===== src/rtl/riscv_pkg.sv =====
// Shared RV32I encodings for the memory stage: funct3 load/store sizes,
// writeback source selects and the memory handshake FSM state type.
package riscv_pkg;

  localparam logic [2:0] F3_B  = 3'b000;
  localparam logic [2:0] F3_H  = 3'b001;
  localparam logic [2:0] F3_W  = 3'b010;
  localparam logic [2:0] F3_BU = 3'b100;
  localparam logic [2:0] F3_HU = 3'b101;

  localparam logic [1:0] RES_ALU = 2'b00;
  localparam logic [1:0] RES_MEM = 2'b01;
  localparam logic [1:0] RES_PC4 = 2'b10;

  typedef enum logic {
    IDLE = 1'b0,
    WAIT = 1'b1
  } mem_state_t;

endpackage


===== src/rtl/load_store_align.sv =====
// Combinational lane steering: store byte enables and replicated write data,
// load lane extraction with sign/zero extension, and misalignment detection.
module load_store_align #(
  parameter bit MISALIGN_CHK = 1'b1
) (
  input  logic        is_store,
  input  logic [2:0]  funct3,
  input  logic [31:0] addr,
  input  logic [31:0] store_data,
  input  logic [31:0] rdata_raw,
  output logic [3:0]  be,
  output logic [31:0] wdata,
  output logic [31:0] rdata_ext,
  output logic        misalign
);
  import riscv_pkg::*;

  logic       is_byte;
  logic       is_half;
  logic       is_word;
  logic       illegal;
  logic [1:0] lane;
  logic [7:0]  byte_sel;
  logic [15:0] half_sel;

  always_comb begin
    is_byte = 1'b0;
    is_half = 1'b0;
    is_word = 1'b0;
    illegal = 1'b0;
    unique case (funct3)
      F3_B, F3_BU: is_byte = 1'b1;
      F3_H, F3_HU: is_half = 1'b1;
      F3_W:        is_word = 1'b1;
      default: begin
        is_word = 1'b1;
        illegal = 1'b1;
      end
    endcase
  end

  // Low address bits below the access size are dropped, so with the check
  // disabled a misaligned access silently rounds down to its natural boundary.
  always_comb begin
    lane = 2'b00;
    if (is_byte)      lane = addr[1:0];
    else if (is_half) lane = {addr[1], 1'b0};
  end

  always_comb begin
    misalign = 1'b0;
    if (MISALIGN_CHK) begin
      misalign = illegal ||
                 (is_half && addr[0]) ||
                 (is_word && (addr[1:0] != 2'b00));
    end
  end

  always_comb begin
    be    = 4'b1111;
    wdata = store_data;
    if (is_store) begin
      if (is_byte) begin
        be    = 4'b0001 << lane;
        wdata = {4{store_data[7:0]}};
      end else if (is_half) begin
        be    = 4'b0011 << lane;
        wdata = {2{store_data[15:0]}};
      end
    end
  end

  always_comb begin
    byte_sel = rdata_raw[7:0];
    unique case (addr[1:0])
      2'b00: byte_sel = rdata_raw[7:0];
      2'b01: byte_sel = rdata_raw[15:8];
      2'b10: byte_sel = rdata_raw[23:16];
      2'b11: byte_sel = rdata_raw[31:24];
      default: byte_sel = rdata_raw[7:0];
    endcase
    half_sel = addr[1] ? rdata_raw[31:16] : rdata_raw[15:0];

    // funct3[2] distinguishes the unsigned load variants.
    if (is_byte) begin
      rdata_ext = funct3[2] ? {24'h0, byte_sel} : {{24{byte_sel[7]}}, byte_sel};
    end else if (is_half) begin
      rdata_ext = funct3[2] ? {16'h0, half_sel} : {{16{half_sel[15]}}, half_sel};
    end else begin
      rdata_ext = rdata_raw;
    end
  end

endmodule


===== src/rtl/memory_stage.sv =====
// RV32I memory stage: data-memory req/ack handshake with stall generation and
// the M/W pipeline register feeding the writeback mux.
module memory_stage #(
  parameter bit MISALIGN_CHK = 1'b1
) (
  input  logic        clk,
  input  logic        reset,
  input  logic        ValidM,
  input  logic        RegWriteM,
  input  logic [1:0]  ResultSrcM,
  input  logic        MemWriteM,
  input  logic [2:0]  Funct3M,
  input  logic [31:0] ALUResultM,
  input  logic [31:0] WriteDataM,
  input  logic [4:0]  RdM,
  input  logic [31:0] PCPlus4M,
  output logic        dmem_req,
  output logic        dmem_we,
  output logic [31:0] dmem_addr,
  output logic [3:0]  dmem_be,
  output logic [31:0] dmem_wdata,
  input  logic        dmem_ack,
  input  logic [31:0] dmem_rdata,
  output logic        StallM,
  output logic        MisalignM,
  output logic        RegWriteW,
  output logic [1:0]  ResultSrcW,
  output logic [4:0]  RdW,
  output logic [31:0] PCPlus4W,
  output logic [31:0] ALUResultW,
  output logic [31:0] ReadDataW
);
  import riscv_pkg::*;

  mem_state_t  state_q;
  mem_state_t  state_d;
  logic        mem_op;
  logic        misalign_raw;
  logic [31:0] rdata_ext;

  load_store_align #(
    .MISALIGN_CHK(MISALIGN_CHK)
  ) u_align (
    .is_store  (MemWriteM),
    .funct3    (Funct3M),
    .addr      (ALUResultM),
    .store_data(WriteDataM),
    .rdata_raw (dmem_rdata),
    .be        (dmem_be),
    .wdata     (dmem_wdata),
    .rdata_ext (rdata_ext),
    .misalign  (misalign_raw)
  );

  assign mem_op    = ValidM && (MemWriteM || (ResultSrcM == RES_MEM));
  assign dmem_addr = {ALUResultM[31:2], 2'b00};

  // Gating with reset withdraws the request in the same cycle reset asserts.
  always_comb begin
    dmem_req  = 1'b0;
    MisalignM = 1'b0;
    if (reset) begin
      dmem_req  = (state_q == WAIT) || (mem_op && !misalign_raw);
      MisalignM = (state_q == IDLE) && mem_op && misalign_raw;
    end
    dmem_we = dmem_req && MemWriteM;
    StallM  = dmem_req && !dmem_ack;
  end

  always_comb begin
    state_d = state_q;
    unique case (state_q)
      IDLE:    if (dmem_req && !dmem_ack) state_d = WAIT;
      WAIT:    if (dmem_ack) state_d = IDLE;
      default: state_d = IDLE;
    endcase
  end

  always_ff @(posedge clk or negedge reset) begin
    if (!reset) begin
      state_q <= IDLE;
    end else begin
      state_q <= state_d;
    end
  end

  always_ff @(posedge clk or negedge reset) begin
    if (!reset) begin
      RegWriteW  <= 1'b0;
      ResultSrcW <= 2'b00;
      RdW        <= 5'd0;
      PCPlus4W   <= 32'h0;
      ALUResultW <= 32'h0;
      ReadDataW  <= 32'h0;
    end else begin
      if (!StallM && ValidM) begin
        RegWriteW  <= RegWriteM && !MisalignM;
        ResultSrcW <= ResultSrcM;
        RdW        <= RdM;
        PCPlus4W   <= PCPlus4M;
        ALUResultW <= ALUResultM;
      end else begin
        RegWriteW <= 1'b0;
      end
      if (dmem_req && dmem_ack && !MemWriteM) begin
        ReadDataW <= rdata_ext;
      end
    end
  end

endmodule


===== config.mk =====
export PLATFORM = sky130hd
export DESIGN_NAME = memory_stage
export DESIGN_NICKNAME = d
export VERILOG_FILES = /design/src/rtl/riscv_pkg.sv /design/src/rtl/load_store_align.sv /design/src/rtl/memory_stage.sv
export SDC_FILE = /design/constraint.sdc
export NUM_CORES = 1
export LEC_CHECK = 0
export CELL_PAD_IN_SITES_DETAIL_PLACEMENT = 1
export CELL_PAD_IN_SITES_GLOBAL_PLACEMENT = 1
export CORE_ASPECT_RATIO = 1.5
export CORE_MARGIN = 2
export CORE_UTILIZATION = 34
export DETAILED_ROUTE_END_ITERATION = 12
export DONT_BUFFER_PORTS = 1
export GPL_ROUTABILITY_DRIVEN = 1
export PLACE_DENSITY_LB_ADDON = 0.1
export REMOVE_ABC_BUFFERS = 1
export SYNTH_ARGS = -nofsm -noshare
export SYNTH_HDL_FRONTEND = slang
export SYNTH_SLANG_ARGS = --single-unit

===== constraint.sdc =====
create_clock -name clk -period 3.01 [get_ports clk]
set_input_delay 0.602 -clock clk [delete_from_list [all_inputs] [get_ports clk]]
set_output_delay 0.602 -clock clk [all_outputs]
set_load 0.03 [all_outputs]

==> impl_metrics.py <==
metrics = {
    "run_status": {
        "status": "finished, violations left",
        "violations": "negative hold slack",
    },
    "clock_tree": {
        "clock_latency_ps": 350,
        "cts_made_buffers": 9,
        "cts_root_buf": "clkbuf_16",
        "cts.path.max_buffers": 2,
        "cts_resized": 0,
        "cts_tree": "built",
        "clk_pin_slew_worst_paths_ps": 80,
        "cts_sinks": 105,
        "h-tree-depth": 3,
    },
    "sta": {
        "timing.final.crit_share_pct": 78.4,
        "worst_pin_slew_ps": 1050,
        "fin_crit_ps": 2360,
        "fmax_ghz": 0.424,
        "final_max_slew_viol_count": 0,
        "setup_viol": 0,
        "hold_ws_ps": -60.8,
        "final.setup_skew_ps": 12.4,
        "hold_violations": 105,
        "tns_ps": 0,
        "final.setup.worst_slack_ps": 650,
        "rsz0062_at_grt": "false",
        "relSlewSlack_pct": 29.7,
    },
    "detailed_routing": {
        "drtIter0Drc": 108,
        "first_pass_iters": 4,
        "vias": 3626,
        "vias_per_cell": 5.47,
        "postRouteAntennaNets": 0,
        "wl_um": 15500,
        "wl_per_cell_um": 23.3,
        "drc": 0,
    },
    "layout": {
        "area_growth_pct": 4.33,
        "final_area_mm2": 0.00585,
        "final_util_pct": 36.1,
        "drive_above_1_share_pct": 26.1,
        "final_nets": 599,
    },
    "yosys": {
        "syn_inst": 492,
        "synth.area.top_cells": "dfrtp_1, mux2_2, buf_4, nand2_1, mux2i_1",
        "yosys.cell_types.count": 43,
        "synth_area_mm2": 0.00561,
        "synth_edf_count": 0,
        "async_reset_ff_share_pct": 100,
        "yosysTopAreaCell": "dfrtp_1",
        "synth.cells.most_frequent": "dfrtp_1, nand2_1, mux2_2, buf_4, mux2i_1",
        "yosys_most_used_dff": "dfrtp_1",
        "synth_area_per_cell_um2": 11.4,
        "synth_warnings": 0,
        "ys_ff_latch": 105,
        "ys_seq_area_share_pct": 46.9,
        "synth_top_area_share_pct": 46.9,
        "synth.most_common_cell": "dfrtp_1",
    },
    "placed_design": {
        "place_area_mm2": 0.00554,
        "io_buffers": 0,
        "pre_cts_ws_ps": 628,
        "hpwl_um": 11800,
        "gp_congestion": 0.801,
    },
    "floorplanning": {
        "ioPinCount": 320,
        "die_x_um": 109,
        "die_h_um": 161,
        "row_count": 57,
        "core_mm2": 0.0162,
        "start_util_pct": 34.6,
        "die-area_mm2": 0.0176,
    },
    "worst_setup_path": {
        "timing.rr.end": "PCPlus4W[10]$_DFFE_PN0P_",
        "r2r-start": "state_q$_DFF_PN0_",
        "arrival_ps": 1760,
        "startpoint_type": "input port",
        "r2r_cells": 4,
        "cp-end-kind": "primary output",
        "reg2reg_setup_slack_ps": 1260,
        "required_ps": 2410,
        "critical_path_class": "input port to primary output",
        "critPathMaxFanout": 39,
    },
    "run": {
        "maxCapViolCount": 0,
    },
    "global_routing": {
        "track_usage_pct": 17.6,
        "grt_max_degree": 111,
        "grt_pass1_vias": 4044,
        "antenna_found_initial": 1,
        "grt_pass1_wl_um": 23400,
        "grt-ovfl-total": 0,
    },
    "worst_hold_path": {
        "min_path_type": "input port to async pin",
    },
    "pwr": {
        "leakage_nw": 2.51,
        "vdd_ir_drop_max_mv": 0.301,
        "power_per_cell_area_mw_per_mm2": 725,
    },
}
-- where the power goes --
| part | internal (mW) | switching (mW) | leakage (nW) |
|---|---|---|---|
| sequential | 1.67 | 0.783 | 1.23 |
| combinational | 0.306 | 0.260 | 1.13 |
| clock | 0.614 | 0.603 | 0.151 |
| total | 2.59 | 1.65 | 2.51 |
-- final cells by class --
| class | instances | area (um^2) |
|---|---|---|
| fillers | 1749 | 10300 |
| flip-flops and latches | 105 | 2630 |
| multi-input cells | 293 | 2400 |
| well taps | 206 | 258 |
| clock buffers | 10 | 239 |
| repair buffers | 20 | 175 |
| inverters | 22 | 82.6 |
| clock inverters | 6 | 67.6 |
| diodes | 1 | 2.50 |
-- worst max-delay path, stage by stage --
cell     delay, ps
nor2_1         190
and2_1         220
inv_1           80
ha_1           290
nand2_1         60
o21ai_0         70
nand2_1        250
-- kinds of logic (layout without fill, tap and decap cells) --
kind of cell               count (synthesis)  in the layout  share of synthesized area [%]
muxes                                    114            114                           22.9
DFF                                      105            105                           46.9
adders and majority gates                  4              4                          0.893
other                                      1              3                         0.0669
and+or+nand+nor                           99             99                           7.92
buffers and inverters                     95             58                           10.4
AOI/OAI and AO/OA                         74             74                           10.9
-- worst max path at each step --
stage                   from  cells past startpoint  slack (ps)                   endpoint
2_1_floorplan  ALUResultM[1]                      4         130  ALUResultW[0]$_DFFE_PN0P_
4_1_cts           Funct3M[1]                      7         630                 dmem_be[2]
3_3_place_gp   ALUResultM[1]                      4         640  ReadDataW[12]$_DFFE_PN0P_
3_5_place_dp   ALUResultM[1]                      4         630  ReadDataW[12]$_DFFE_PN0P_
5_1_grt           Funct3M[1]                      7         540                 dmem_be[2]
6_report          Funct3M[1]                      7         650                 dmem_be[2]
-- sequential cells by signal (all words and copies together), names as in the netlist --
signal and count:
ResultSrcW 2, state_q 1, RegWriteW 1, ReadDataW 32
RdW 5, ALUResultW 32, PCPlus4W 32
-- placed cells by master (no fill, tap or decap), types with 2 or more instances in the layout --
| master | Yosys | layout |
|---|---|---|
| mux2_4 | 6 | 6 |
| a21oi_1 | 4 | 4 |
| a2bb2oi_1 | 5 | 5 |
| o32a_1 | 16 | 16 |
| nand2b_1 | 6 | 6 |
| buf_4 | 43 | 18 |
| clkbuf_16 | 0 | 9 |
| nand3_1 | 2 | 2 |
| dfrtp_1 | 105 | 105 |
| o221ai_1 | 7 | 7 |
| o21bai_1 | 5 | 5 |
| mux2i_1 | 25 | 25 |
| clkinv_4 | 0 | 2 |
| ha_1 | 4 | 4 |
| nand2_1 | 72 | 72 |
| nor2b_1 | 4 | 4 |
| a222oi_1 | 2 | 2 |
| buf_12 | 0 | 2 |
| o21ai_0 | 13 | 13 |
| or2_2 | 2 | 2 |
| inv_1 | 22 | 22 |
| mux2_1 | 15 | 15 |
| conb_1 | 1 | 2 |
| o22ai_1 | 7 | 7 |
| nor2_1 | 5 | 5 |
| and2_1 | 3 | 3 |
| mux2_2 | 67 | 67 |
| inv_8 | 0 | 3 |
| a221oi_1 | 7 | 7 |
-- per-layer routing --
metal,wire (um),global-route usage [%]
met1,5290,18.0
met5,0,0
met3,1450,5.73
met2,8370,32.6
met4,367,6.18
-- repair_timing --
item / in CTS / in global routing
setup buffers: 0 / 0
endpoints found under the setup margin: 0 / 0
endpoints found under the hold margin: 105 / 105
-- through the flow --
stage	std cells	hold slack, ps	power (mW)
floorplan	420	306	2.87
global placement	646	309	3.06
detailed placement	646	309	3.07
CTS	662	-72.8	4.31
global route	663	-84.0	4.44
finish	663	-60.8	4.24
(Power assumes the default switching activity.)
